--- config.mk ---
export PLATFORM = sky130hd
export DESIGN_NAME = mem_block_mover
export DESIGN_NICKNAME = d
export VERILOG_FILES = /design/src/rtl/mbm_pkg.sv /design/src/rtl/mbm_pixel_op.sv /design/src/rtl/mem_block_mover.sv
export SDC_FILE = /design/constraint.sdc
export NUM_CORES = 1
export LEC_CHECK = 0
export CORE_MARGIN = 3
export CORE_UTILIZATION = 45
export CTS_CLUSTER_DIAMETER = 100
export DETAILED_ROUTE_END_ITERATION = 7
export GPL_ROUTABILITY_DRIVEN = 0
export HOLD_SLACK_MARGIN = 0.02
export PLACE_DENSITY_LB_ADDON = 0.12
export SLEW_MARGIN = 25
export SYNTH_ARGS = -nofsm -noshare
export SYNTH_HDL_FRONTEND = slang
export SYNTH_SLANG_ARGS = --single-unit
--- constraint.sdc ---
create_clock -name clk -period 3.3 [get_ports clk]
set_clock_uncertainty 0.15 [all_clocks]
set_input_delay 0.33 -clock clk [delete_from_list [all_inputs] [get_ports clk]]
set_output_delay 0.33 -clock clk [all_outputs]
set_load 0.05 [all_outputs]
--- src/rtl/mbm_pkg.sv ---
// Shared types and default widths for the memory block mover.
package mbm_pkg;

    localparam int unsigned ADDR_W = 32;
    localparam int unsigned DATA_W = 32;
    localparam int unsigned LEN_W  = 16;

    // Sequencer states
    typedef enum logic [1:0] {
        S_IDLE  = 2'd0,
        S_READ  = 2'd1,
        S_WRITE = 2'd2,
        S_DONE  = 2'd3
    } state_e;

    // Per-word transform selection; code 3 aliases COPY
    typedef enum logic [1:0] {
        OP_COPY   = 2'd0,
        OP_INVERT = 2'd1,
        OP_FILL0  = 2'd2,
        OP_COPY3  = 2'd3
    } op_e;

endpackage

--- src/rtl/mbm_pixel_op.sv ---
// Combinational per-word transform applied between read and write.
module mbm_pixel_op #(
    parameter int unsigned DATA_W = mbm_pkg::DATA_W
) (
    input  logic [1:0]        op,
    input  logic [DATA_W-1:0] din,
    output logic [DATA_W-1:0] dout_c
);
    import mbm_pkg::*;

    // Select the transform; unknown codes fall back to a plain copy
    always_comb begin
        dout_c = din;
        case (op)
            OP_INVERT: dout_c = ~din;
            OP_FILL0:  dout_c = '0;
            default:   dout_c = din;
        endcase
    end

endmodule

--- src/rtl/mem_block_mover.sv ---
// Moves a block of words from src to dst through a single-port memory,
// alternating one read cycle and one write cycle per word.
module mem_block_mover #(
    parameter int unsigned ADDR_W = mbm_pkg::ADDR_W,
    parameter int unsigned DATA_W = mbm_pkg::DATA_W,
    parameter int unsigned LEN_W  = mbm_pkg::LEN_W
) (
    input  logic              clk,
    input  logic              rst_n,
    input  logic              start,
    input  logic [1:0]        op,
    input  logic [ADDR_W-1:0] src_base,
    input  logic [ADDR_W-1:0] dst_base,
    input  logic [LEN_W-1:0]  length,
    output logic              mem_we,
    output logic [ADDR_W-1:0] mem_a,
    output logic [DATA_W-1:0] mem_wd,
    input  logic [DATA_W-1:0] mem_rd,
    output logic              busy,
    output logic              done,
    output logic [LEN_W-1:0]  count
);
    import mbm_pkg::*;

    localparam logic [1:0] IDLE  = 2'(S_IDLE);
    localparam logic [1:0] READ  = 2'(S_READ);
    localparam logic [1:0] WRITE = 2'(S_WRITE);
    localparam logic [1:0] DONE  = 2'(S_DONE);

    logic [1:0]        state_q, state_n;
    logic [ADDR_W-1:0] src_q,   src_n;
    logic [ADDR_W-1:0] dst_q,   dst_n;
    logic [LEN_W-1:0]  len_q,   len_n;
    logic [1:0]        op_q,    op_n;
    logic [LEN_W-1:0]  idx_q,   idx_n;
    logic [DATA_W-1:0] data_q,  data_n;
    logic [LEN_W-1:0]  count_n;
    logic              we_n;
    logic [ADDR_W-1:0] a_n;
    logic [DATA_W-1:0] wd_n;
    logic              busy_n;
    logic              done_n;
    logic [DATA_W-1:0] wd_c;

    // Data register captures the read word at the end of READ
    assign data_n = (state_q == READ) ? mem_rd : data_q;

    // Transform of the word being captured, registered onto mem_wd
    mbm_pixel_op #(
        .DATA_W (DATA_W)
    ) u_pixel_op (
        .op     (op_q),
        .din    (data_n),
        .dout_c (wd_c)
    );

    // Next-state and next-output decode; memory outputs are driven from
    // registers, so each branch sets up what the following state presents
    always_comb begin
        state_n = state_q;
        src_n   = src_q;
        dst_n   = dst_q;
        len_n   = len_q;
        op_n    = op_q;
        idx_n   = idx_q;
        count_n = count;
        we_n    = 1'b0;
        a_n     = '0;
        wd_n    = '0;
        busy_n  = 1'b0;
        done_n  = 1'b0;

        case (state_q)
            IDLE: begin
                if (start) begin
                    src_n   = src_base;
                    dst_n   = dst_base;
                    len_n   = length;
                    op_n    = op;
                    idx_n   = '0;
                    count_n = '0;
                    busy_n  = 1'b1;
                    if (length != '0) begin
                        state_n = READ;
                        a_n     = src_base;
                    end else begin
                        state_n = DONE;
                        done_n  = 1'b1;
                    end
                end
            end
            READ: begin
                state_n = WRITE;
                busy_n  = 1'b1;
                we_n    = 1'b1;
                a_n     = dst_q + ADDR_W'(idx_q);
                wd_n    = wd_c;
            end
            WRITE: begin
                idx_n   = idx_q + LEN_W'(1);
                count_n = count + LEN_W'(1);
                busy_n  = 1'b1;
                if (idx_q == len_q - LEN_W'(1)) begin
                    state_n = DONE;
                    done_n  = 1'b1;
                end else begin
                    state_n = READ;
                    a_n     = src_q + ADDR_W'(idx_n);
                end
            end
            DONE: begin
                state_n = IDLE;
            end
            default: begin
                state_n = IDLE;
            end
        endcase
    end

    // State, operand and output registers with asynchronous clear
    always_ff @(posedge clk or negedge rst_n) begin
        if (!rst_n) begin
            state_q <= IDLE;
            src_q   <= '0;
            dst_q   <= '0;
            len_q   <= '0;
            op_q    <= '0;
            idx_q   <= '0;
            data_q  <= '0;
            count   <= '0;
            mem_we  <= 1'b0;
            mem_a   <= '0;
            mem_wd  <= '0;
            busy    <= 1'b0;
            done    <= 1'b0;
        end else begin
            state_q <= state_n;
            src_q   <= src_n;
            dst_q   <= dst_n;
            len_q   <= len_n;
            op_q    <= op_n;
            idx_q   <= idx_n;
            data_q  <= data_n;
            count   <= count_n;
            mem_we  <= we_n;
            mem_a   <= a_n;
            mem_wd  <= wd_n;
            busy    <= busy_n;
            done    <= done_n;
        end
    end

endmodule

==> flow_summary.json <==
{
  "status": "finished clean",
  "vias": 9587,
  "initial_core_util_pct": 46.0,
  "cts_tree": "built",
  "avgViaCountPerCell": 5.51,
  "synth_area_sq_um": 10500,
  "port_buffers": 199,
  "fin_nets": 1605,
  "synth-async-reset-ratio_pct": 100,
  "hp-start": "dst_base[0]",
  "slowest_delay_ns": 0.43,
  "ys_ff_latch": 183,
  "path_clk_slew_ns": 0.08,
  "hpwlAfterDp_mm": 22.4,
  "cts_buffers": 17,
  "synth_xor_area_share_pct": 7.79,
  "dp_slack_ns": -0.0827,
  "synth.area.mux_share_pct": 0.0958,
  "synth-compound-area-share_pct": 15.2,
  "path_buf_inv": 2,
  "slew_headroom_pct": 39.2,
  "pin_count": 200,
  "synth_ff_type": "dfrtp_1",
  "synth_nets": 1380,
  "worstPathCellList": "ha_4 > nand3_4 > nor2_4 > buf_6 > nand3_2 > xnor2_2 > ha_1 > nand3_1 > a211o_1 > a211o_1 > buf_6 > a21oi_1 > xnor2_1 > nand3_1 > o211ai_1",
  "dr.pass1.iters": 5,
  "power.total_uw": 11800,
  "post-route-drc-count": 0,
  "yosysWarnings": 0,
  "min_path_type": "primary input to register",
  "clkSinkCount": 183,
  "reg2regPathDepth": 15,
  "max-cap-violations": 0,
  "synth_top_family_by_area": "simple AND/OR/NAND/NOR gates",
  "cp.arrival_ns": 3.46,
  "period_share_pct": 98.6,
  "seq_area_frac_synth_pct": 43.8,
  "setup_violations": 0,
  "wl_per_cell_um": 17.7,
  "syn_to_final_growth_pct": 33.6,
  "crit_type": "register to register",
  "std_cell_rows": 55,
  "grt.total_usage_pct": 24.8,
  "critPathLaunchType": "register",
  "drive_gt1_share_pct": 10.7,
  "coreArea_sq_um": 22700,
  "drt_wl_total_mm": 30.7,
  "grt_overflow": 0,
  "syn_inst": 1217,
  "grt_pass1_vias": 9163,
  "synth_edf_count": 0,
  "grt_max_degree": 80,
  "dieArea_sq_um": 25100,
  "fmax_mhz": 307,
  "endpoint_kind": "register",
  "regToRegStartpoint": "idx_q[0]",
  "cts_root_buf": "clkbuf_16",
  "die_h_um": 158,
  "clk_latency_ns": 0.44,
  "synth_cell_types": 67,
  "initialDrtViolationCount": 686,
  "dieWidth_um": 158,
  "synthAdderAreaFrac_pct": 5.65,
  "tightest_slew_ns": 0.911,
  "slew_viol_final": 0,
  "min_period_ns": 3.26,
  "path_max_fanout": 5,
  "cts_max_level": 4,
  "synth_simple_gate_area_share_pct": 23.9,
  "grt_pass1_wl_mm": 49.0,
  "ant_nets": 0,
  "crit_required_ns": 3.51,
  "p_leak_uw": 0.00633,
  "cp_slowest_cell": "dfrtp_2",
  "irDropWorstVdd_mv": 0.396,
  "placedCellCount": 1701,
  "r2r_slack_ns": 0.04,
  "fin_ws_ns": 0.0446,
  "powerDensity_nw_per_um2": 845,
  "clock_path_buffers": 2,
  "critical_path.top_delay_family": "compound AO/OA/AOI/OAI gates",
  "final_hold_viol_count": 0,
  "final_cells": 1740,
  "diodes": 0,
  "grt_antenna_before_repair": 0,
  "hold_path_end": "dst_q[0]",
  "avgSynthCellArea_sq_um": 8.59,
  "r2r_end": "mem_a[25]",
  "hold_path_depth": 3
}
[stage by stage]
step	cell area [sq um]	hold WS [ns]	utilization (%)	setup TNS, ns
after detailed placement	13100	0.238	57.6	-0.221
after global routing	14000	0.246	61.5	-0.392
after CTS	13700	0.249	60.2	0
after floorplan	10500	-0.116	-	0
after global placement	13100	0.228	57.6	0
final	14000	0.261	61.5	0
[kinds of logic after synthesis]
| logic type | count (synthesis) |
|---|---|
| compound gates | 249 |
| xor+xnor | 93 |
| fa+ha+maj | 46 |
| buf+inv | 90 |
| flops | 183 |
| mux | 1 |
| simple gates | 555 |
[cells in the mapped netlist, types with 2 or more instances]
library cell	n	area share, %
a221o_1	2	0.19
buf_1	6	0.22
and3_1	14	0.84
nor3_1	10	0.48
o21ai_1	7	0.34
xnor2_1	44	3.7
a22oi_1	2	0.14
o31ai_1	6	0.43
a31oi_1	10	0.60
nor3b_1	4	0.29
nand4_1	12	0.72
nor2b_1	6	0.36
o21bai_1	4	0.29
a22o_1	10	0.84
clkbuf_1	52	1.9
inv_1	23	0.83
nand2_1	324	12
o31a_1	2	0.17
buf_2	3	0.14
a32oi_1	15	1.3
buf_6	3	0.32
o21ai_0	86	4.1
nand2b_1	11	0.66
and2_1	39	2.3
o211ai_1	18	1.3
a211oi_1	7	0.50
o21a_1	10	0.72
a21oi_1	44	2.1
fa_1	2	0.38
nor2_1	56	2.0
nor4_1	8	0.48
nand3_1	53	2.5
xor2_1	49	4.1
ha_1	44	5.3
dfrtp_1	183	44
and4_1	7	0.59
a211o_1	3	0.25
a21o_1	6	0.43
nand3b_1	4	0.29
[power breakdown]
| part | internal (uW) | total, uW | leakage (uW) | switching [uW] |
|---|---|---|---|---|
| clock network | 996 | 1980 | 0.000270 | 987 |
| registers | 3050 | 3720 | 0.00238 | 670 |
| logic | 2310 | 6110 | 0.00368 | 3800 |
| total | 6350 | 11800 | 0.00633 | 5460 |
[worst reg2reg max path: cells and delay by family (launching register included)]
| kind | cells | cell delay [ns] |
|---|---|---|
| XOR/XNOR | 2 | 0.32 |
| AND/OR/NAND/NOR | 5 | 0.49 |
| flip-flops | 1 | 0.43 |
| buffers and inverters | 2 | 0.28 |
| adder cells (fa/ha/maj) | 2 | 0.49 |
| AO/OA/AOI/OAI | 4 | 1.03 |
[layout make-up]
type	count	area, sq um
multi-input cells	944	5780
clock inverters	15	140
repair buffers	272	2590
flip-flops and latches	183	4580
inverters	24	90.1
clock buffers	17	425
well taps	285	357
fillers	1976	8740
[worst max path at each step]
stage / start / endpoint / slack, ns / cells after the start
after CTS: idx_q[0] / mem_a[17] / 0.02 / 15
after floorplan: idx_q[2] / mem_a[24] / 0.02 / 17
after global placement: idx_q[0] / mem_a[17] / 0.03 / 15
after detailed placement: idx_q[0] / mem_a[31] / -0.08 / 15
after global routing: idx_q[0] / mem_a[25] / -0.06 / 15
final: idx_q[0] / mem_a[25] / 0.04 / 15
[metal layers]
layer  part of all wire (%)  track usage [%]  up-vias
li1                       -                -     4628
met1                     45             35.5     4567
met2                     44             37.3      354
met3                    9.0             7.26       38
met4                    1.3             5.74        0
met5                      0                0        -
[sequential cells by signal (all words and copies together), names as in the netlist, 2 cells and up]
signal and count:
op_q 2, idx_q 16, src_q 32, mem_a 32, count 16, len_q 16, state_q 2, mem_wd 32
dst_q 32
[cells in the final DEF (no fill, tap or decap), drive strengths merged, types with 6 or more instances in the layout]
cell type | netlist | final
clkdlybuf4s50 | 0 | 198
dfrtp | 183 | 183
a211oi | 7 | 7
o21ai | 93 | 93
a22o | 10 | 10
ha | 44 | 44
nor2b | 6 | 6
nand4 | 12 | 12
and4 | 7 | 7
buf | 13 | 72
o21a | 10 | 10
inv | 23 | 29
clkinv | 1 | 7
clkbuf | 53 | 18
and3 | 14 | 14
a21o | 6 | 6
nor4 | 9 | 9
nand2b | 11 | 11
xor2 | 49 | 49
nand2 | 324 | 324
o31ai | 7 | 7
nand3 | 53 | 53
and2 | 39 | 39
nor2 | 56 | 56
xnor2 | 44 | 44
a31oi | 11 | 11
a32oi | 15 | 15
nor3 | 10 | 10
a21oi | 45 | 45
o211ai | 18 | 18
[what timing repair did]
action,4_1_cts,5_1_grt
hold buffers,1,0
buffers inserted,0,6
resized for setup,5,50
hold endpoints to repair,69,0
pin swaps,0,24
gates cloned,0,0
setup endpoints to repair,7,21
Power figures use the tool's default switching activity.
